$ cat config.mk
export PLATFORM = sky130hd
export DESIGN_NAME = instr_fetch_buffer
export DESIGN_NICKNAME = d
export VERILOG_FILES = /design/src/rtl/instr_fetch_buffer.sv
export SDC_FILE = /design/constraint.sdc
export NUM_CORES = 1
export LEC_CHECK = 0
export BUFFER_PORTS_ARGS = -buffer_cell sky130_fd_sc_hd__buf_2
export CAP_MARGIN = 10
export CORE_UTILIZATION = 51
export DETAILED_ROUTE_END_ITERATION = 16
export GPL_TIMING_DRIVEN = 1
export PLACE_DENSITY = 0.77
export SKIP_CTS_REPAIR_TIMING = 1
export SLEW_MARGIN = 0
export SYNTH_ARGS = -nofsm -noshare
export SYNTH_HDL_FRONTEND = slang
export SYNTH_SLANG_ARGS = --single-unit
$ cat constraint.sdc
create_clock -name clk -period 2.2 [get_ports clk]
set_clock_uncertainty 0.05 [all_clocks]
set_input_delay 0 -clock clk [delete_from_list [all_inputs] [get_ports clk]]
set_output_delay 0 -clock clk [all_outputs]
set_load 0.05 [all_outputs]
$ cat src/rtl/instr_fetch_buffer.sv
// instr_fetch_buffer
//   Fetch-side initiator for a single-cycle instruction memory. It issues
//   read requests at the current fetch PC, captures the word the memory
//   returns in the same cycle, and queues {pc, instr} pairs in a small
//   prefetch FIFO that is offered to decode over a valid/ready handshake.
//   Redirects flush the FIFO and restart fetching. Pushing a HALT opcode
//   stops fetching until the next redirect or reset.
//
// Ports
//   clk, rst        : clock and synchronous active-high reset
//   imem_addr       : byte address of the read request (bit 0 always 0)
//   imem_enable     : read request strobe
//   imem_wr         : write strobe, tied to 0
//   imem_data_in    : write data, tied to 0
//   imem_data_out   : instruction word returned by memory this cycle
//   out_valid       : FIFO head holds an instruction
//   out_ready       : decode takes the head this cycle
//   out_instr       : head instruction word
//   out_pc          : PC of the head instruction
//   out_pc_plus2    : out_pc + 2 (wraps)
//   redirect_valid  : flush and restart fetch at redirect_pc
//   redirect_pc     : new fetch address (bit 0 forced to 0)
//   halted          : fetching stopped after a HALT instruction
module instr_fetch_buffer #(
  parameter int                    ADDR_WIDTH  = 16,
  parameter int                    BUF_DEPTH   = 4,
  parameter logic [ADDR_WIDTH-1:0] RESET_PC    = '0,
  parameter logic [4:0]            HALT_OPCODE = 5'b00000
) (
  input  logic                  clk,
  input  logic                  rst,
  output logic [ADDR_WIDTH-1:0] imem_addr,
  output logic                  imem_enable,
  output logic                  imem_wr,
  output logic [15:0]           imem_data_in,
  input  logic [15:0]           imem_data_out,
  output logic                  out_valid,
  input  logic                  out_ready,
  output logic [15:0]           out_instr,
  output logic [ADDR_WIDTH-1:0] out_pc,
  output logic [ADDR_WIDTH-1:0] out_pc_plus2,
  input  logic                  redirect_valid,
  input  logic [ADDR_WIDTH-1:0] redirect_pc,
  output logic                  halted
);

  localparam int PTR_W = $clog2(BUF_DEPTH);
  localparam int CNT_W = PTR_W + 1;

  typedef enum logic {
    ST_RUN,
    ST_HALTED
  } state_t;

  state_t                state_q, state_d;
  logic [ADDR_WIDTH-1:0] fetch_pc_q, fetch_pc_d;
  logic [CNT_W-1:0]      count_q, count_d;
  logic [PTR_W-1:0]      rd_ptr_q, rd_ptr_d;
  logic [PTR_W-1:0]      wr_ptr_q, wr_ptr_d;
  logic [15:0]           buf_instr_q [BUF_DEPTH];
  logic [15:0]           buf_instr_d [BUF_DEPTH];
  logic [ADDR_WIDTH-1:0] buf_pc_q [BUF_DEPTH];
  logic [ADDR_WIDTH-1:0] buf_pc_d [BUF_DEPTH];

  logic fetch_go;
  logic pop_go;
  logic push_is_halt;

  // A full buffer blocks fetch even when a pop happens in the same cycle;
  // the freed slot is only refilled on the following cycle.
  assign fetch_go = ~rst & (state_q == ST_RUN) &
                    (count_q < CNT_W'(BUF_DEPTH)) & ~redirect_valid;

  // Outputs are masked during reset so a mid-operation reset hides the
  // stale buffer contents immediately rather than one edge later.
  assign out_valid    = ~rst & (count_q != '0);
  assign halted       = ~rst & (state_q == ST_HALTED);
  assign pop_go       = out_valid & out_ready & ~redirect_valid;
  assign push_is_halt = (imem_data_out[15:11] == HALT_OPCODE);

  assign imem_enable  = fetch_go;
  assign imem_addr    = fetch_pc_q;
  assign imem_wr      = 1'b0;
  assign imem_data_in = 16'h0000;

  assign out_instr    = buf_instr_q[rd_ptr_q];
  assign out_pc       = buf_pc_q[rd_ptr_q];
  assign out_pc_plus2 = out_pc + ADDR_WIDTH'(2);

  // Next-state logic. A redirect overrides push, pop and halt detection;
  // otherwise push and pop are independent and the count only moves when
  // exactly one of them happens.
  always_comb begin
    state_d     = state_q;
    fetch_pc_d  = fetch_pc_q;
    count_d     = count_q;
    rd_ptr_d    = rd_ptr_q;
    wr_ptr_d    = wr_ptr_q;
    buf_instr_d = buf_instr_q;
    buf_pc_d    = buf_pc_q;

    if (redirect_valid) begin
      state_d    = ST_RUN;
      count_d    = '0;
      rd_ptr_d   = '0;
      wr_ptr_d   = '0;
      fetch_pc_d = redirect_pc & {{(ADDR_WIDTH-1){1'b1}}, 1'b0};
    end else begin
      if (fetch_go) begin
        buf_instr_d[wr_ptr_q] = imem_data_out;
        buf_pc_d[wr_ptr_q]    = fetch_pc_q;
        wr_ptr_d              = wr_ptr_q + PTR_W'(1);
        fetch_pc_d            = fetch_pc_q + ADDR_WIDTH'(2);
        if (push_is_halt) begin
          state_d = ST_HALTED;
        end
      end
      if (pop_go) begin
        rd_ptr_d = rd_ptr_q + PTR_W'(1);
      end
      if (fetch_go && !pop_go) begin
        count_d = count_q + CNT_W'(1);
      end else if (!fetch_go && pop_go) begin
        count_d = count_q - CNT_W'(1);
      end
    end
  end

  // State register. Buffer storage is cleared on reset so the head outputs
  // are never unknown, even though they are don't-care while empty.
  always_ff @(posedge clk) begin
    if (rst) begin
      state_q    <= ST_RUN;
      fetch_pc_q <= RESET_PC;
      count_q    <= '0;
      rd_ptr_q   <= '0;
      wr_ptr_q   <= '0;
      for (int i = 0; i < BUF_DEPTH; i++) begin
        buf_instr_q[i] <= '0;
        buf_pc_q[i]    <= '0;
      end
    end else begin
      state_q     <= state_d;
      fetch_pc_q  <= fetch_pc_d;
      count_q     <= count_d;
      rd_ptr_q    <= rd_ptr_d;
      wr_ptr_q    <= wr_ptr_d;
      buf_instr_q <= buf_instr_d;
      buf_pc_q    <= buf_pc_d;
    end
  end

endmodule
# After elaboration in Yosys (flattened, before gate mapping)
# Index checks and enable logic that the tools add are counted.
# word_totals
reg_bits,152
inputBits,36
out_inout_bits,84
word_cells,62
# op_classes
addsub,6
order_cmp,4
n_mux,14
n_bitwise,12
n_reduce_logical,12
# op_table
cell,count
$bwmux W64,2
$mux W16,7
$bmux W16 S2,2
$add A16 B2 Y16 const B,2
$demux W16 S2,1
$and A1 B1 Y1,7
$ge A3 B3 Y1 const B,2
$mux W3,2
$not A2 Y3,2
$logic_not A5 Y1,1
$add A2 B1 Y2 const B,2
$reduce_and A2 Y1,2
$reduce_bool A2 Y1,2
$add A3 B1 Y3 const B,1
$logic_and A1 B1 Y1,3
$lt A3 B1 Y1 const B,1
$lt A3 B3 Y1 const B,1
$not A1 Y1,3
$reduce_bool A3 Y1,1
$sub A3 B1 Y3 const B,1
$logic_not A1 Y1,2
$reduce_or A2 Y1,1

# Logic depth before layout (Yosys ltp)
# Gate-level depths: netlist (run 1).
# logic_depth
word_depth,8
ltp_mapped,10
ltp_nobuf,8

# Worst setup path before layout (run 1)
# OpenSTA, ideal clock, no wires.
# synth_timing
path_type,register -> output
from,register rd_ptr_q[0]
to,output out_pc_plus2[15]
arrival_time_ps,2716
required_time_ps,2150
path_slack_ps,-566
path_stages_with_launch,9
cell_sequence,dfxtp_1 -> buf_6 -> mux4_2 -> ha_1 -> nand2_1 -> o22ai_2 -> nand2_1 -> nor4_2 -> xor2_1
# synth_via
elab_chain_len,5
# synth_rtl
element,line_no,source
from (decl),58,"logic [PTR_W-1:0] rd_ptr_q, rd_ptr_d;"
from (signal assigned),146,rd_ptr_q <= rd_ptr_d;
$not A2 Y3 (not written as such),87,assign out_pc = buf_pc_q[rd_ptr_q];
$bmux W16 S2,87,
$mux W16 (not written as such) (2 in a row),87,
via out_pc[1],40,"output logic [ADDR_WIDTH-1:0] out_pc,"
$add A16 B2 Y16,88,assign out_pc_plus2 = out_pc + ADDR_WIDTH'(2);
to (decl),41,"output logic [ADDR_WIDTH-1:0] out_pc_plus2,"
# The timed path passes the listed nets, and every way through them passes these cells. The select of a mux whose other input is x is not followed.

# Worst setup path in the final report (run 1)
# layout_timing
from,register rd_ptr_q[0]
to,output out_pc_plus2[15]
# layout_via
elab_chain_len,5
# layout_rtl
element,line_no
$not A2 Y3 (not written as such),87
$bmux W16 S2,87
$mux W16 (not written as such) (2 in a row),87
$add A16 B2 Y16,88
# No other way between the ends. The select of a mux whose other input is x is not followed.

==> report_table.html, run 1 <==
<table>
<tr><th>Metric</th><th>Value</th></tr>
<tr><th colspan="2">Outcome</th></tr>
<tr><td>Status</td><td>finished, violations left</td></tr>
<tr><td>Failing checks</td><td>hold timing, setup timing</td></tr>
<tr><th colspan="2">Clock network</th></tr>
<tr><td>CTS tree</td><td>done</td></tr>
<tr><td>Longest Clk Path Bufs</td><td>2</td></tr>
<tr><td>Clock H-tree levels</td><td>4</td></tr>
<tr><td>Number of clock sinks</td><td>147</td></tr>
<tr><td>TritonCTS Buffers</td><td>17</td></tr>
<tr><td>Clock latency of the later-clocked register in the worst-skew pair</td><td>0.42 ns</td></tr>
<tr><td>Library cell used as clock root buffer</td><td>sky130_fd_sc_hd__clkbuf_16</td></tr>
<tr><td>Clock transition at the registers of the reported paths</td><td>0.06 ns</td></tr>
<tr><th colspan="2">Synthesis</th></tr>
<tr><td>FFs w/ async S/R, synth</td><td>0%</td></tr>
<tr><td>EDFF count, synth</td><td>0</td></tr>
<tr><td>Yosys synthesis warning count</td><td>0</td></tr>
<tr><td>Synth cell types</td><td>45</td></tr>
<tr><td>Per-instance average area after synthesis</td><td>8.490 um2</td></tr>
<tr><td>Synth Flop Type</td><td>sky130_fd_sc_hd__dfxtp_1</td></tr>
<tr><td>Instance count of the mapped netlist</td><td>802</td></tr>
<tr><td>Flip-flop and latch count after synthesis</td><td>147</td></tr>
<tr><td>Sequential-to-total area share from yosys stat</td><td>43.22%</td></tr>
<tr><td>Area of the mapped netlist</td><td>0.006809 mm2</td></tr>
<tr><th colspan="2">Route</th></tr>
<tr><td>Final routed wirelength across all metal layers</td><td>18,940 um</td></tr>
<tr><td>First-pass iteration count of the detailed router</td><td>5</td></tr>
<tr><td>1st-iter DRT viols</td><td>522</td></tr>
<tr><td>Post-DR vias/cell</td><td>5.525</td></tr>
<tr><td>Number of antenna-violating nets in the routed design</td><td>0</td></tr>
<tr><td>Remaining DRCs</td><td>0</td></tr>
<tr><td>Total vias in the final route</td><td>6,293</td></tr>
<tr><td>Mean routed wirelength per cell</td><td>16.63 um</td></tr>
<tr><th colspan="2">Floorplanning</th></tr>
<tr><td>Number of top-level pins</td><td>120</td></tr>
<tr><td>Width of the chip</td><td>117.5 um</td></tr>
<tr><td>DIE AREA</td><td>0.01382 mm2</td></tr>
<tr><td>Initial cell density of the core</td><td>53.09%</td></tr>
<tr><td>Floorplan core area</td><td>0.01282 mm2</td></tr>
<tr><td>Die outline height</td><td>117.5 um</td></tr>
<tr><td>Site row count</td><td>41</td></tr>
<tr><th colspan="2">Global route</th></tr>
<tr><td>Wire length of the first global-routing pass</td><td>28,890 um</td></tr>
<tr><td>Initial antenna violation count</td><td>0</td></tr>
<tr><td>Grt ovf</td><td>0</td></tr>
<tr><td>Maximum number of pins on one net before global-route repair</td><td>77</td></tr>
<tr><td>Via count of the first global-routing pass</td><td>5,871</td></tr>
<tr><td>Overall track demand over capacity in global routing</td><td>26.21%</td></tr>
<tr><th colspan="2">Power</th></tr>
<tr><td>Peak supply drop</td><td>452.8 uV</td></tr>
<tr><td>Static leakage power</td><td>0.003562 uW</td></tr>
<tr><td>Sequential Power Share</td><td>41.2%</td></tr>
<tr><td>Switch share</td><td>25.83%</td></tr>
<tr><td>Combinational share of power</td><td>12.1%</td></tr>
<tr><td>Power density of the placed cells</td><td>749.4 mW/mm2</td></tr>
<tr><td>Internal power contribution</td><td>4994 uW</td></tr>
<tr><td>Post-layout total power</td><td>6733 uW</td></tr>
<tr><td>Switching power of the nets</td><td>1739 uW</td></tr>
<tr><td>Proportion of power drawn by the clock network</td><td>46.7%</td></tr>
<tr><th colspan="2">STA</th></tr>
<tr><td>Final hold violation count</td><td>1</td></tr>
<tr><td>Tightest Pin Transition</td><td>0.7937 ns</td></tr>
<tr><td>Tightest hold margin</td><td>-0.04715 ns</td></tr>
<tr><td>Final worst path period share</td><td>114.7%</td></tr>
<tr><td>Fin. max-slew vios</td><td>0</td></tr>
<tr><td>Worst-case setup margin in the final layout</td><td>-0.3245 ns</td></tr>
<tr><td>Peak clock frequency supported by timing</td><td>396.1 MHz</td></tr>
<tr><td>Worst slew margin relative to its limit</td><td>47.09%</td></tr>
<tr><td>Shortest period the worst path allows</td><td>2.524 ns</td></tr>
<tr><td>Unrepaired setup endpoints after global routing</td><td>true</td></tr>
<tr><td>Final setup vio count</td><td>11</td></tr>
<tr><th colspan="2">Finish</th></tr>
<tr><td>Final Core Density</td><td>70.06%</td></tr>
<tr><td>Final #Nets</td><td>998</td></tr>
<tr><td>Top library cells by usage in the layout, fill and taps aside</td><td>sky130_fd_sc_hd__nand2_1, sky130_fd_sc_hd__dfxtp_1, sky130_fd_sc_hd__a21oi_1, sky130_fd_sc_hd__buf_2, sky130_fd_sc_hd__buf_4</td></tr>
<tr><td>Synth-to-layout area growth</td><td>31.96%</td></tr>
<tr><td>Fraction of final layout cells sized beyond drive strength 1</td><td>26.99%</td></tr>
<tr><td>N_diodes</td><td>0</td></tr>
<tr><td>Leading cell type in the layout, fill and taps excluded</td><td>sky130_fd_sc_hd__nand2_1</td></tr>
<tr><th colspan="2">Place</th></tr>
<tr><td>Number of buffer cells added on primary ports</td><td>98</td></tr>
<tr><td>DPL Wire Length</td><td>11,310 um</td></tr>
<tr><td>Gpl congestion</td><td>0.8108</td></tr>
<tr><th colspan="2">Worst setup path</th></tr>
<tr><td>Arrival time at the worst endpoint</td><td>2.47 ns</td></tr>
<tr><td>Worst-path fanout max</td><td>4</td></tr>
<tr><td>Type of destination of the critical path</td><td>primary output</td></tr>
<tr><td>Worst Setup Start Kind</td><td>flop</td></tr>
<tr><td>Worst EP required</td><td>2.15 ns</td></tr>
<tr><td>CP Class</td><td>reg -&gt; out</td></tr>
<tr><th colspan="2">Job</th></tr>
<tr><td>Max-cap check violation count</td><td>0</td></tr>
<tr><th colspan="2">Worst hold path</th></tr>
<tr><td>Classification of the worst-slack hold path</td><td>in -&gt; reg</td></tr>
</table>
[cells by family (layout without fill, tap and decap cells)]
group | count (synthesis) | after routing | share of synthesized area [%]
xor+xnor | 31 | 31 | 3.987
flops | 147 | 147 | 43.22
simple gates | 340 | 340 | 21.24
other cells | 1 | 20 | 0.05507
buf+inv | 92 | 238 | 7.240
compound gates | 148 | 148 | 11.34
fa+ha+maj | 8 | 8 | 1.580
mux | 35 | 35 | 11.34
[critical path, stage by stage (launching register included)]
cell                      delay [ns]
sky130_fd_sc_hd__dfxtp_4        0.36
sky130_fd_sc_hd__mux4_2         0.41
sky130_fd_sc_hd__ha_4           0.19
sky130_fd_sc_hd__nand2_4        0.05
sky130_fd_sc_hd__o22ai_4        0.21
sky130_fd_sc_hd__nand2_4        0.11
sky130_fd_sc_hd__nor4_4         0.38
sky130_fd_sc_hd__xor2_4         0.17
sky130_fd_sc_hd__buf_6          0.17
[power groups by stage]
stage	clock network [uW]	registers (uW)	logic, uW
2_1_floorplan	0	2880	494
3_3_place_gp	0	2830	726
3_5_place_dp	0	2830	730
4_1_cts	3140	2770	736
5_1_grt	3270	2780	865
6_report	3150	2770	816
[final timing paths]
check	start	end	slack, ns	cells after the start
worst min-delay path	redirect_valid	imem_addr[3]$_SDFFE_PP0P_	-0.05	4
worst max register to register	count_q[0]$_SDFFE_PP0P_	count_q[2]$_SDFFE_PP0P_	0.13	8
worst min register to register	buf_pc_q[45]$_SDFFE_PP0P_	buf_pc_q[45]$_SDFFE_PP0P_	0.40	2
worst max-delay path	rd_ptr_q[0]$_SDFFE_PP0P_	out_pc_plus2[15]	-0.32	8
[cells in the mapped netlist (2+ instances only)]
cell type	count	area, um2
sky130_fd_sc_hd__a21oi_1	134	670.6
sky130_fd_sc_hd__nor4_2	2	25.02
sky130_fd_sc_hd__nor2_1	27	101.4
sky130_fd_sc_hd__and3_4	2	22.52
sky130_fd_sc_hd__mux2i_1	4	40.04
sky130_fd_sc_hd__mux4_2	22	495.5
sky130_fd_sc_hd__ha_1	7	87.58
sky130_fd_sc_hd__buf_4	21	157.7
sky130_fd_sc_hd__nor3_1	2	10.01
sky130_fd_sc_hd__nor4_1	2	12.51
sky130_fd_sc_hd__nand3_1	7	35.03
sky130_fd_sc_hd__nand4_1	5	31.28
sky130_fd_sc_hd__xnor2_1	9	78.83
sky130_fd_sc_hd__xor2_1	22	192.7
sky130_fd_sc_hd__a211oi_1	7	52.55
sky130_fd_sc_hd__mux4_1	9	236.5
sky130_fd_sc_hd__dfxtp_1	147	2943
sky130_fd_sc_hd__and3_1	5	31.28
sky130_fd_sc_hd__or3_1	4	25.02
sky130_fd_sc_hd__inv_1	6	22.52
sky130_fd_sc_hd__buf_2	14	70.07
sky130_fd_sc_hd__clkbuf_1	45	168.9
sky130_fd_sc_hd__nor3_2	3	30.03
sky130_fd_sc_hd__nand2_1	269	1010
sky130_fd_sc_hd__o21ai_0	4	20.02
sky130_fd_sc_hd__buf_6	2	22.52
sky130_fd_sc_hd__clkbuf_8	2	27.53
sky130_fd_sc_hd__nor2b_1	2	12.51
[per-stage QoR]
step	hold WS, ns	instances	area, um2	setup WS, ns	TNS [ns]
finish	-0.04715	1139	8985	-0.3245	-2.403
global route	0.009593	1139	8985	-0.4309	-3.527
CTS	-0.2299	1090	8353	-0.4553	-3.845
detailed placement	0.1965	1058	7711	-0.01598	-0.01598
global placement	0.1818	1058	7711	0.03320	0
floorplan	0.08596	821	7082	-0.2019	-1.145
[metal layers]
layer  track usage, %  up-vias  share of wire [%]
met5                0        -                  0
met4            11.30        0                1.9
met3            4.845       42                7.8
met2            43.08      330                 50
met1            33.77     2976                 41
li1                 -     2945                  -
[state kept, by name, indices dropped and copies added (netlist names)]
signal	flops
buf_instr_q	64
buf_pc_q	60
count_q	3
imem_addr	15
rd_ptr_q	2
state_q	1
wr_ptr_q	2
[area by class of cell]
type / count / area, um2
clock buffers: 19 / 432.9
fillers: 963 / 3840
clock inverters: 13 / 209.0
multi-input cells: 582 / 3694
repair buffers: 199 / 1458
inverters: 7 / 26.28
well taps: 172 / 215.2
flip-flops and latches: 147 / 2950
No activity file was read; power rests on OpenSTA's default activity.
==> inputs of run 2 (changes only) <==
--- a/config.mk
+++ b/config.mk
@@ -10,7 +10,7 @@
 export CORE_UTILIZATION = 51
 export DETAILED_ROUTE_END_ITERATION = 16
 export GPL_TIMING_DRIVEN = 1
-export PLACE_DENSITY = 0.77
+export PLACE_DENSITY = 0.81
 export SKIP_CTS_REPAIR_TIMING = 1
 export SLEW_MARGIN = 0
 export SYNTH_ARGS = -nofsm -noshare
==> run 2 against run 1 <==
The run ends with setup timing left; count of clock-buffer cells in the layout rose by 1; non-clock buffer count is 8 lower; critical path depth is the same; via count decreased by 0.29%; cell count shrank 0.88%; register-to-register slack got worse by 0.04 ns; combinational power is essentially flat; first-iteration DRC count is 17% lower; global-route usage increased by 0.46 points; sequential share of layout area rose by 0.43 points; critical endpoint unchanged.
==> report_table.html, run 2 (same netlist as run 1, synthesis figures left out) <==
<table>
<tr><th>Metric</th><th>Value</th></tr>
<tr><th colspan="2">STA</th></tr>
<tr><td>Tightest Pin Transition</td><td>0.9352 ns</td></tr>
<tr><td>Worst-case setup margin in the final layout</td><td>-0.3591 ns</td></tr>
<tr><td>Accumulated negative setup slack</td><td>-2.425 ns</td></tr>
<tr><td>Peak clock frequency supported by timing</td><td>390.8 MHz</td></tr>
<tr><td>Shortest period the worst path allows</td><td>2.559 ns</td></tr>
<tr><td>Worst slew margin relative to its limit</td><td>37.65%</td></tr>
<tr><td>Fin. max-slew vios</td><td>0</td></tr>
<tr><td>Unrepaired setup endpoints after global routing</td><td>true</td></tr>
<tr><td>Final worst path period share</td><td>116.3%</td></tr>
<tr><td>Final hold violation count</td><td>0</td></tr>
<tr><td>Final setup vio count</td><td>12</td></tr>
<tr><th colspan="2">Clock network</th></tr>
<tr><td>TritonCTS Buffers</td><td>17</td></tr>
<tr><td>Clock transition at the registers of the reported paths</td><td>0.06 ns</td></tr>
<tr><td>Library cell used as clock root buffer</td><td>sky130_fd_sc_hd__clkbuf_16</td></tr>
<tr><td>Longest Clk Path Bufs</td><td>2</td></tr>
<tr><td>Number of clock sinks</td><td>147</td></tr>
<tr><td>Clock latency of the later-clocked register in the worst-skew pair</td><td>0.42 ns</td></tr>
<tr><td>Clock H-tree levels</td><td>4</td></tr>
<tr><td>CTS tree</td><td>done</td></tr>
<tr><th colspan="2">Worst setup path</th></tr>
<tr><td>Worst EP required</td><td>2.15 ns</td></tr>
<tr><td>Crit-path slowest cell</td><td>sky130_fd_sc_hd__mux4_2</td></tr>
<tr><td>Worst-path fanout max</td><td>4</td></tr>
<tr><td>CP delay by family, top</td><td>simple AND/OR/NAND/NOR gates</td></tr>
<tr><td>Arrival time at the worst endpoint</td><td>2.51 ns</td></tr>
<tr><td>Worst Setup Start Kind</td><td>flop</td></tr>
<tr><td>R2R Setup Slk</td><td>0.09 ns</td></tr>
<tr><td>FF-to-FF path depth</td><td>8</td></tr>
<tr><td>Crit path cell chain</td><td>mux4_2 -&gt; ha_4 -&gt; nand2_4 -&gt; o22ai_4 -&gt; nand2_4 -&gt; nor4_4 -&gt; xor2_4 -&gt; buf_6</td></tr>
<tr><td>Crit path depth</td><td>8</td></tr>
<tr><td>Type of destination of the critical path</td><td>primary output</td></tr>
<tr><td>CP most frequent cell</td><td>sky130_fd_sc_hd__nand2_4</td></tr>
<tr><td>CP Class</td><td>reg -&gt; out</td></tr>
<tr><td>Crit path buffers/inverters</td><td>1</td></tr>
<tr><td>Biggest cell delay along the critical path</td><td>0.41 ns</td></tr>
<tr><th colspan="2">Route</th></tr>
<tr><td>Post-DR vias/cell</td><td>5.558</td></tr>
<tr><td>Final routed wirelength across all metal layers</td><td>18,940 um</td></tr>
<tr><td>Total vias in the final route</td><td>6,275</td></tr>
<tr><td>Mean routed wirelength per cell</td><td>16.77 um</td></tr>
<tr><td>Remaining DRCs</td><td>0</td></tr>
<tr><td>1st-iter DRT viols</td><td>431</td></tr>
<tr><td>First-pass iteration count of the detailed router</td><td>5</td></tr>
<tr><td>Number of antenna-violating nets in the routed design</td><td>0</td></tr>
<tr><th colspan="2">Finish</th></tr>
<tr><td>Count of fill cells added during filler insertion</td><td>925</td></tr>
<tr><td>Fraction of final layout cells sized beyond drive strength 1</td><td>26.12%</td></tr>
<tr><td>Top library cells by usage in the layout, fill and taps aside</td><td>sky130_fd_sc_hd__nand2_1, sky130_fd_sc_hd__dfxtp_1, sky130_fd_sc_hd__a21oi_1, sky130_fd_sc_hd__buf_2, sky130_fd_sc_hd__buf_4</td></tr>
<tr><td>Max FFs per register</td><td>64</td></tr>
<tr><td>Synth-to-layout area growth</td><td>30.26%</td></tr>
<tr><td>Register ranked first by flip-flop count</td><td>buf_instr_q</td></tr>
<tr><td>N_diodes</td><td>0</td></tr>
<tr><td>Final Core Density</td><td>69.16%</td></tr>
<tr><td>Final #Nets</td><td>990</td></tr>
<tr><td>Leading cell type in the layout, fill and taps excluded</td><td>sky130_fd_sc_hd__nand2_1</td></tr>
<tr><th colspan="2">Global route</th></tr>
<tr><td>Via count of the first global-routing pass</td><td>5,964</td></tr>
<tr><td>Maximum number of pins on one net before global-route repair</td><td>92</td></tr>
<tr><td>Grt ovf</td><td>0</td></tr>
<tr><td>Wire length of the first global-routing pass</td><td>29,260 um</td></tr>
<tr><td>Overall track demand over capacity in global routing</td><td>26.67%</td></tr>
<tr><td>Initial antenna violation count</td><td>0</td></tr>
<tr><th colspan="2">Worst hold path</th></tr>
<tr><td>Classification of the worst-slack hold path</td><td>in -&gt; reg</td></tr>
<tr><td>Number of instances on the worst hold path</td><td>4</td></tr>
<tr><th colspan="2">Job</th></tr>
<tr><td>Max-cap check violation count</td><td>0</td></tr>
<tr><th colspan="2">Place</th></tr>
<tr><td>Dpl ws</td><td>-0.03676 ns</td></tr>
<tr><td>DPL Wire Length</td><td>11,640 um</td></tr>
<tr><td>Gpl congestion</td><td>0.8159</td></tr>
<tr><td>Number of buffer cells added on primary ports</td><td>98</td></tr>
<tr><th colspan="2">Outcome</th></tr>
<tr><td>Failing checks</td><td>setup timing</td></tr>
<tr><td>Status</td><td>finished, violations left</td></tr>
<tr><th colspan="2">Power</th></tr>
<tr><td>Switch share</td><td>26.10%</td></tr>
<tr><td>Peak supply drop</td><td>412.3 uV</td></tr>
<tr><td>Static leakage power</td><td>0.003523 uW</td></tr>
<tr><td>Combinational share of power</td><td>12.6%</td></tr>
<tr><td>Power density of the placed cells</td><td>732.4 mW/mm2</td></tr>
<tr><td>Post-layout total power</td><td>6496 uW</td></tr>
<tr><td>Internal power contribution</td><td>4800 uW</td></tr>
<tr><td>Switching power of the nets</td><td>1696 uW</td></tr>
<tr><td>Proportion of power drawn by the clock network</td><td>44.8%</td></tr>
<tr><td>Sequential Power Share</td><td>42.7%</td></tr>
<tr><th colspan="2">Floorplanning</th></tr>
<tr><td>Floorplan core area</td><td>0.01282 mm2</td></tr>
<tr><td>Number of top-level pins</td><td>120</td></tr>
<tr><td>Width of the chip</td><td>117.5 um</td></tr>
<tr><td>Initial cell density of the core</td><td>53.09%</td></tr>
<tr><td>Die outline height</td><td>117.5 um</td></tr>
<tr><td>DIE AREA</td><td>0.01382 mm2</td></tr>
<tr><td>Site row count</td><td>41</td></tr>
</table>
-- run 2: layout make-up --
class,instances,area (um2),area share [%]
Sequential cell,147,2950,33.26
Timing Repair Buffer,191,1416,15.97
Clock inverter,10,133.9,1.509
Clock buffer,20,456.7,5.149
Multi-Input combinational cell,582,3671,41.39
Tap cell,172,215.2,2.426
Inverter,7,26.28,0.2962
-- run 2: worst paths after layout --
| path | start | end |
|---|---|---|
| min reg2reg | buf_pc_q[42]$_SDFFE_PP0P_ | buf_pc_q[42]$_SDFFE_PP0P_ |
| max | rd_ptr_q[0]$_SDFFE_PP0P_ | out_pc_plus2[15] |
| min | rst | count_q[0]$_SDFFE_PP0P_ |
| max reg2reg | count_q[0]$_SDFFE_PP0P_ | count_q[2]$_SDFFE_PP0P_ |
-- run 2: power groups by stage --
stage,Combinational (uW),Clock [uW],Sequential (uW)
detailed placement,733,0,2830
CTS,741,2910,2770
global placement,727,0,2830
floorplan,494,0,2880
global route,861,3040,2780
finish,816,2910,2770
-- run 2: metal layers --
metal,routed length [um],GRT usage (%),part of all wire (%),vias up
li1,-,-,-,2923
met1,7741,33.50,41,2997
met2,9353,44.49,49,314
met3,1492,6.008,7.9,41
met4,350,10.50,1.8,0
met5,0,0,0,-
-- run 2: per-stage QoR --
stage / instance area (um2) / cells / hold WS, ns
floorplan: 7082 / 821 / 0.08596
global placement: 7729 / 1057 / 0.1819
detailed placement: 7729 / 1057 / 0.1873
CTS: 8319 / 1087 / -0.2436
global route: 8870 / 1129 / 0.08746
finish: 8870 / 1129 / 0.05306
-- run 2: worst reg2reg max path: cells and delay by family (launching register included) --
family,cells,cell delay (ns)
AND/OR/NAND/NOR,3,0.82
buffers and inverters,1,0.06
adder cells (fa/ha/maj),2,0.49
flip-flops,1,0.34
AO/OA/AOI/OAI,1,0.12
XOR/XNOR,1,0.16
==> inputs of run 3 (changes only) <==
--- a/config.mk
+++ b/config.mk
@@ -5,12 +5,12 @@
 export SDC_FILE = /design/constraint.sdc
 export NUM_CORES = 1
 export LEC_CHECK = 0
+export ABC_AREA = 1
 export BUFFER_PORTS_ARGS = -buffer_cell sky130_fd_sc_hd__buf_2
-export CAP_MARGIN = 10
-export CORE_UTILIZATION = 51
+export CORE_UTILIZATION = 52
 export DETAILED_ROUTE_END_ITERATION = 16
 export GPL_TIMING_DRIVEN = 1
-export PLACE_DENSITY = 0.81
+export PLACE_DENSITY = 0.86
 export SKIP_CTS_REPAIR_TIMING = 1
 export SLEW_MARGIN = 0
 export SYNTH_ARGS = -nofsm -noshare
==> run 3 against run 2 <==
The flow finishes with violations (hold timing, setup timing); critical endpoint is now out_pc_plus2[8]; largest power group unchanged; setup slack better by 0.36 ns; synthesized area is 13% higher; combinational power is 4.3% higher; register-to-register slack better by 0.05 ns; critical path depth is 3 higher; hold slack worse by 0.076 ns.
==> report_table.html, run 3 <==
<table>
<tr><th>Metric</th><th>Value</th></tr>
<tr><th colspan="2">Outcome</th></tr>
<tr><td>Status</td><td>finished, violations left</td></tr>
<tr><td>Failing checks</td><td>hold timing, setup timing</td></tr>
<tr><th colspan="2">Worst setup path</th></tr>
<tr><td>Arrival time at the worst endpoint</td><td>2.15 ns</td></tr>
<tr><td>Worst EP required</td><td>2.15 ns</td></tr>
<tr><td>Type of destination of the critical path</td><td>primary output</td></tr>
<tr><td>CP Class</td><td>reg -&gt; out</td></tr>
<tr><td>Worst Setup Start Kind</td><td>flop</td></tr>
<tr><td>Worst-path fanout max</td><td>6</td></tr>
<tr><th colspan="2">Global route</th></tr>
<tr><td>Initial antenna violation count</td><td>1</td></tr>
<tr><td>Via count of the first global-routing pass</td><td>6,740</td></tr>
<tr><td>Wire length of the first global-routing pass</td><td>33,500 um</td></tr>
<tr><td>Maximum number of pins on one net before global-route repair</td><td>102</td></tr>
<tr><td>Overall track demand over capacity in global routing</td><td>28.33%</td></tr>
<tr><td>Grt ovf</td><td>0</td></tr>
<tr><th colspan="2">Synthesis</th></tr>
<tr><td>Instance count of the mapped netlist</td><td>1,104</td></tr>
<tr><td>Synth cell types</td><td>36</td></tr>
<tr><td>Per-instance average area after synthesis</td><td>6.941 um2</td></tr>
<tr><td>EDFF count, synth</td><td>0</td></tr>
<tr><td>FFs w/ async S/R, synth</td><td>0%</td></tr>
<tr><td>Largest cells by area after synthesis</td><td>sky130_fd_sc_hd__dfxtp_1, sky130_fd_sc_hd__nand2_1, sky130_fd_sc_hd__nand3_1, sky130_fd_sc_hd__a21oi_1, sky130_fd_sc_hd__o21ai_0</td></tr>
<tr><td>Flip-flop and latch count after synthesis</td><td>147</td></tr>
<tr><td>Area of the mapped netlist</td><td>0.007662 mm2</td></tr>
<tr><td>Cell with the most instances after synthesis</td><td>sky130_fd_sc_hd__nand2_1</td></tr>
<tr><td>Synth Flop Type</td><td>sky130_fd_sc_hd__dfxtp_1</td></tr>
<tr><td>Area leader, netlist</td><td>sky130_fd_sc_hd__dfxtp_1</td></tr>
<tr><td>Sequential-to-total area share from yosys stat</td><td>38.41%</td></tr>
<tr><td>Yosys synthesis warning count</td><td>0</td></tr>
<tr><td>Most frequent cells after synthesis</td><td>sky130_fd_sc_hd__nand2_1, sky130_fd_sc_hd__nand3_1, sky130_fd_sc_hd__dfxtp_1, sky130_fd_sc_hd__a21oi_1, sky130_fd_sc_hd__nor2_1</td></tr>
<tr><td>Area share of the largest cell type after synthesis</td><td>38.41%</td></tr>
<tr><th colspan="2">STA</th></tr>
<tr><td>Worst-case setup margin in the final layout</td><td>-0.001876 ns</td></tr>
<tr><td>Shortest period the worst path allows</td><td>2.202 ns</td></tr>
<tr><td>Final setup vio count</td><td>1</td></tr>
<tr><td>Peak clock frequency supported by timing</td><td>454.2 MHz</td></tr>
<tr><td>Accumulated negative setup slack</td><td>-0.001876 ns</td></tr>
<tr><td>Unrepaired setup endpoints after global routing</td><td>true</td></tr>
<tr><td>Final hold violation count</td><td>2</td></tr>
<tr><td>Tightest hold margin</td><td>-0.02311 ns</td></tr>
<tr><td>Tightest Pin Transition</td><td>0.7753 ns</td></tr>
<tr><td>Worst slew margin relative to its limit</td><td>48.32%</td></tr>
<tr><td>Final worst path period share</td><td>100.1%</td></tr>
<tr><td>Fin. max-slew vios</td><td>0</td></tr>
<tr><th colspan="2">Finish</th></tr>
<tr><td>Final #Nets</td><td>1,261</td></tr>
<tr><td>Top library cells by usage in the layout, fill and taps aside</td><td>sky130_fd_sc_hd__nand2_1, sky130_fd_sc_hd__nand3_1, sky130_fd_sc_hd__dfxtp_1, sky130_fd_sc_hd__a21oi_1, sky130_fd_sc_hd__buf_2</td></tr>
<tr><td>Fraction of final layout cells sized beyond drive strength 1</td><td>19.79%</td></tr>
<tr><td>Synth-to-layout area growth</td><td>23.55%</td></tr>
<tr><td>Register ranked first by flip-flop count</td><td>buf_instr_q</td></tr>
<tr><td>Max FFs per register</td><td>64</td></tr>
<tr><td>Non-filler instance count after layout</td><td>1,409</td></tr>
<tr><td>Leading cell type in the layout, fill and taps excluded</td><td>sky130_fd_sc_hd__nand2_1</td></tr>
<tr><th colspan="2">Floorplanning</th></tr>
<tr><td>Width of the chip</td><td>123.4 um</td></tr>
<tr><td>Floorplan core area</td><td>0.01415 mm2</td></tr>
<tr><td>Site row count</td><td>43</td></tr>
<tr><td>Die outline height</td><td>123.4 um</td></tr>
<tr><td>Number of top-level pins</td><td>120</td></tr>
<tr><td>Initial cell density of the core</td><td>54.15%</td></tr>
<tr><td>DIE AREA</td><td>0.01523 mm2</td></tr>
<tr><th colspan="2">Route</th></tr>
<tr><td>Remaining DRCs</td><td>0</td></tr>
<tr><td>Mean routed wirelength per cell</td><td>16.39 um</td></tr>
<tr><td>Number of antenna-violating nets in the routed design</td><td>0</td></tr>
<tr><td>Post-DR vias/cell</td><td>5.856</td></tr>
<tr><td>First-pass iteration count of the detailed router</td><td>6</td></tr>
<tr><td>Total vias in the final route</td><td>8,251</td></tr>
<tr><td>1st-iter DRT viols</td><td>1,127</td></tr>
<tr><td>Final routed wirelength across all metal layers</td><td>23,100 um</td></tr>
<tr><th colspan="2">Place</th></tr>
<tr><td>DPL Wire Length</td><td>12,990 um</td></tr>
<tr><td>Gpl congestion</td><td>0.8544</td></tr>
<tr><td>Dpl ws</td><td>0.1587 ns</td></tr>
<tr><td>Number of buffer cells added on primary ports</td><td>98</td></tr>
<tr><td>Number of placed cells counting well taps</td><td>1,330</td></tr>
<tr><th colspan="2">Clock network</th></tr>
<tr><td>CTS tree</td><td>done</td></tr>
<tr><td>TritonCTS Buffers</td><td>17</td></tr>
<tr><td>Longest Clk Path Bufs</td><td>2</td></tr>
<tr><td>Clock H-tree levels</td><td>4</td></tr>
<tr><td>Number of clock sinks</td><td>147</td></tr>
<tr><td>Clock latency of the later-clocked register in the worst-skew pair</td><td>0.42 ns</td></tr>
<tr><td>Library cell used as clock root buffer</td><td>sky130_fd_sc_hd__clkbuf_16</td></tr>
<tr><td>Clock transition at the registers of the reported paths</td><td>0.06 ns</td></tr>
<tr><th colspan="2">Power</th></tr>
<tr><td>Peak supply drop</td><td>565.9 uV</td></tr>
<tr><td>Power density of the placed cells</td><td>691.9 mW/mm2</td></tr>
<tr><td>Static leakage power</td><td>0.003771 uW</td></tr>
<tr><td>Post-layout total power</td><td>6550 uW</td></tr>
<tr><th colspan="2">Worst hold path</th></tr>
<tr><td>Classification of the worst-slack hold path</td><td>in -&gt; reg</td></tr>
<tr><th colspan="2">Job</th></tr>
<tr><td>Max-cap check violation count</td><td>0</td></tr>
</table>
## run 3: cell types whose count changed in the layout (fill, tap and decap cells not counted), moves of 16 or more
cell                      before  now
sky130_fd_sc_hd__inv_1         6   41
sky130_fd_sc_hd__mux4_2       27    0
sky130_fd_sc_hd__nand2_2       0   21
sky130_fd_sc_hd__nand3_1       6  161
sky130_fd_sc_hd__nor2_1       27   60
sky130_fd_sc_hd__o21ai_0       4   54
sky130_fd_sc_hd__o22ai_1       0   16
## run 3: worst paths after layout
check / startpoint / to / slack [ns] / cells past startpoint
setup reg to reg: count_q[2]$_SDFFE_PP0P_ / buf_pc_q[17]$_SDFFE_PP0P_ / 0.14 / 7
hold reg to reg: buf_instr_q[24]$_SDFFE_PP0P_ / buf_instr_q[24]$_SDFFE_PP0P_ / 0.41 / 2
setup / recovery: rd_ptr_q[0]$_SDFFE_PP0P_ / out_pc_plus2[8] / -0.002 / 11
hold / removal: redirect_pc[5] / imem_addr[5]$_SDFFE_PP0P_ / -0.02 / 5
## run 3: power breakdown
part           switching [uW]  total, uW  internal, uW
sequential               60.4       2770          2710
clock                    1070       2930          1860
combinational             620        851           231
total                    1750       6550          4800
## run 3: cells by family after synthesis
family                     after synthesis  synth area share [%]
other                                    1               0.04894
and+or+nand+nor                        557                 31.79
AOI/OAI and AO/OA                      226                 15.56
buffers and inverters                  154                 11.53
DFF                                    147                 38.41
xor gates and xnor gates                11                 1.257
adders and majority gates                8                 1.404
## run 3: final cells by class
| cell class | instances | area, um2 |
|---|---|---|
| inverter | 49 | 196.4 |
| multi-input combinational | 822 | 4060 |
| timing repair buffer | 180 | 1446 |
| antenna | 1 | 2.502 |
| tap | 180 | 225.2 |
| clock buffer | 25 | 485.5 |
| clock inverter | 5 | 100.1 |
| sequential | 147 | 2950 |
| fill | 1137 | 4683 |
## run 3: per-stage QoR
stage | area (um2) | util (%)
2_1_floorplan | 7777 | -
3_3_place_gp | 8110 | 57.32
3_5_place_dp | 8110 | 57.32
4_1_cts | 8696 | 61.46
5_1_grt | 9464 | 66.88
6_report | 9467 | 66.90
## run 3: critical path, stage by stage, from the launching register on
cell and delay [ns]:
sky130_fd_sc_hd__dfxtp_4 0.42, sky130_fd_sc_hd__buf_12 0.16, sky130_fd_sc_hd__buf_8 0.12, sky130_fd_sc_hd__nand2_1 0.07, sky130_fd_sc_hd__nand2_1 0.08, sky130_fd_sc_hd__nand2_1 0.07
sky130_fd_sc_hd__nand2_2 0.12, sky130_fd_sc_hd__nand2_1 0.11, sky130_fd_sc_hd__nor2_4 0.14, sky130_fd_sc_hd__nand2_1 0.10, sky130_fd_sc_hd__xor2_2 0.14, sky130_fd_sc_hd__buf_4 0.19
## run 3: metal layers
| layer | wire, um | up-vias | track usage [%] |
|---|---|---|---|
| li1 | - | 3848 | - |
| met1 | 9051 | 3769 | 38.60 |
| met2 | 10790 | 560 | 45.04 |
| met3 | 2694 | 74 | 5.304 |
| met4 | 559 | 0 | 9.111 |
| met5 | 0 | - | 0 |
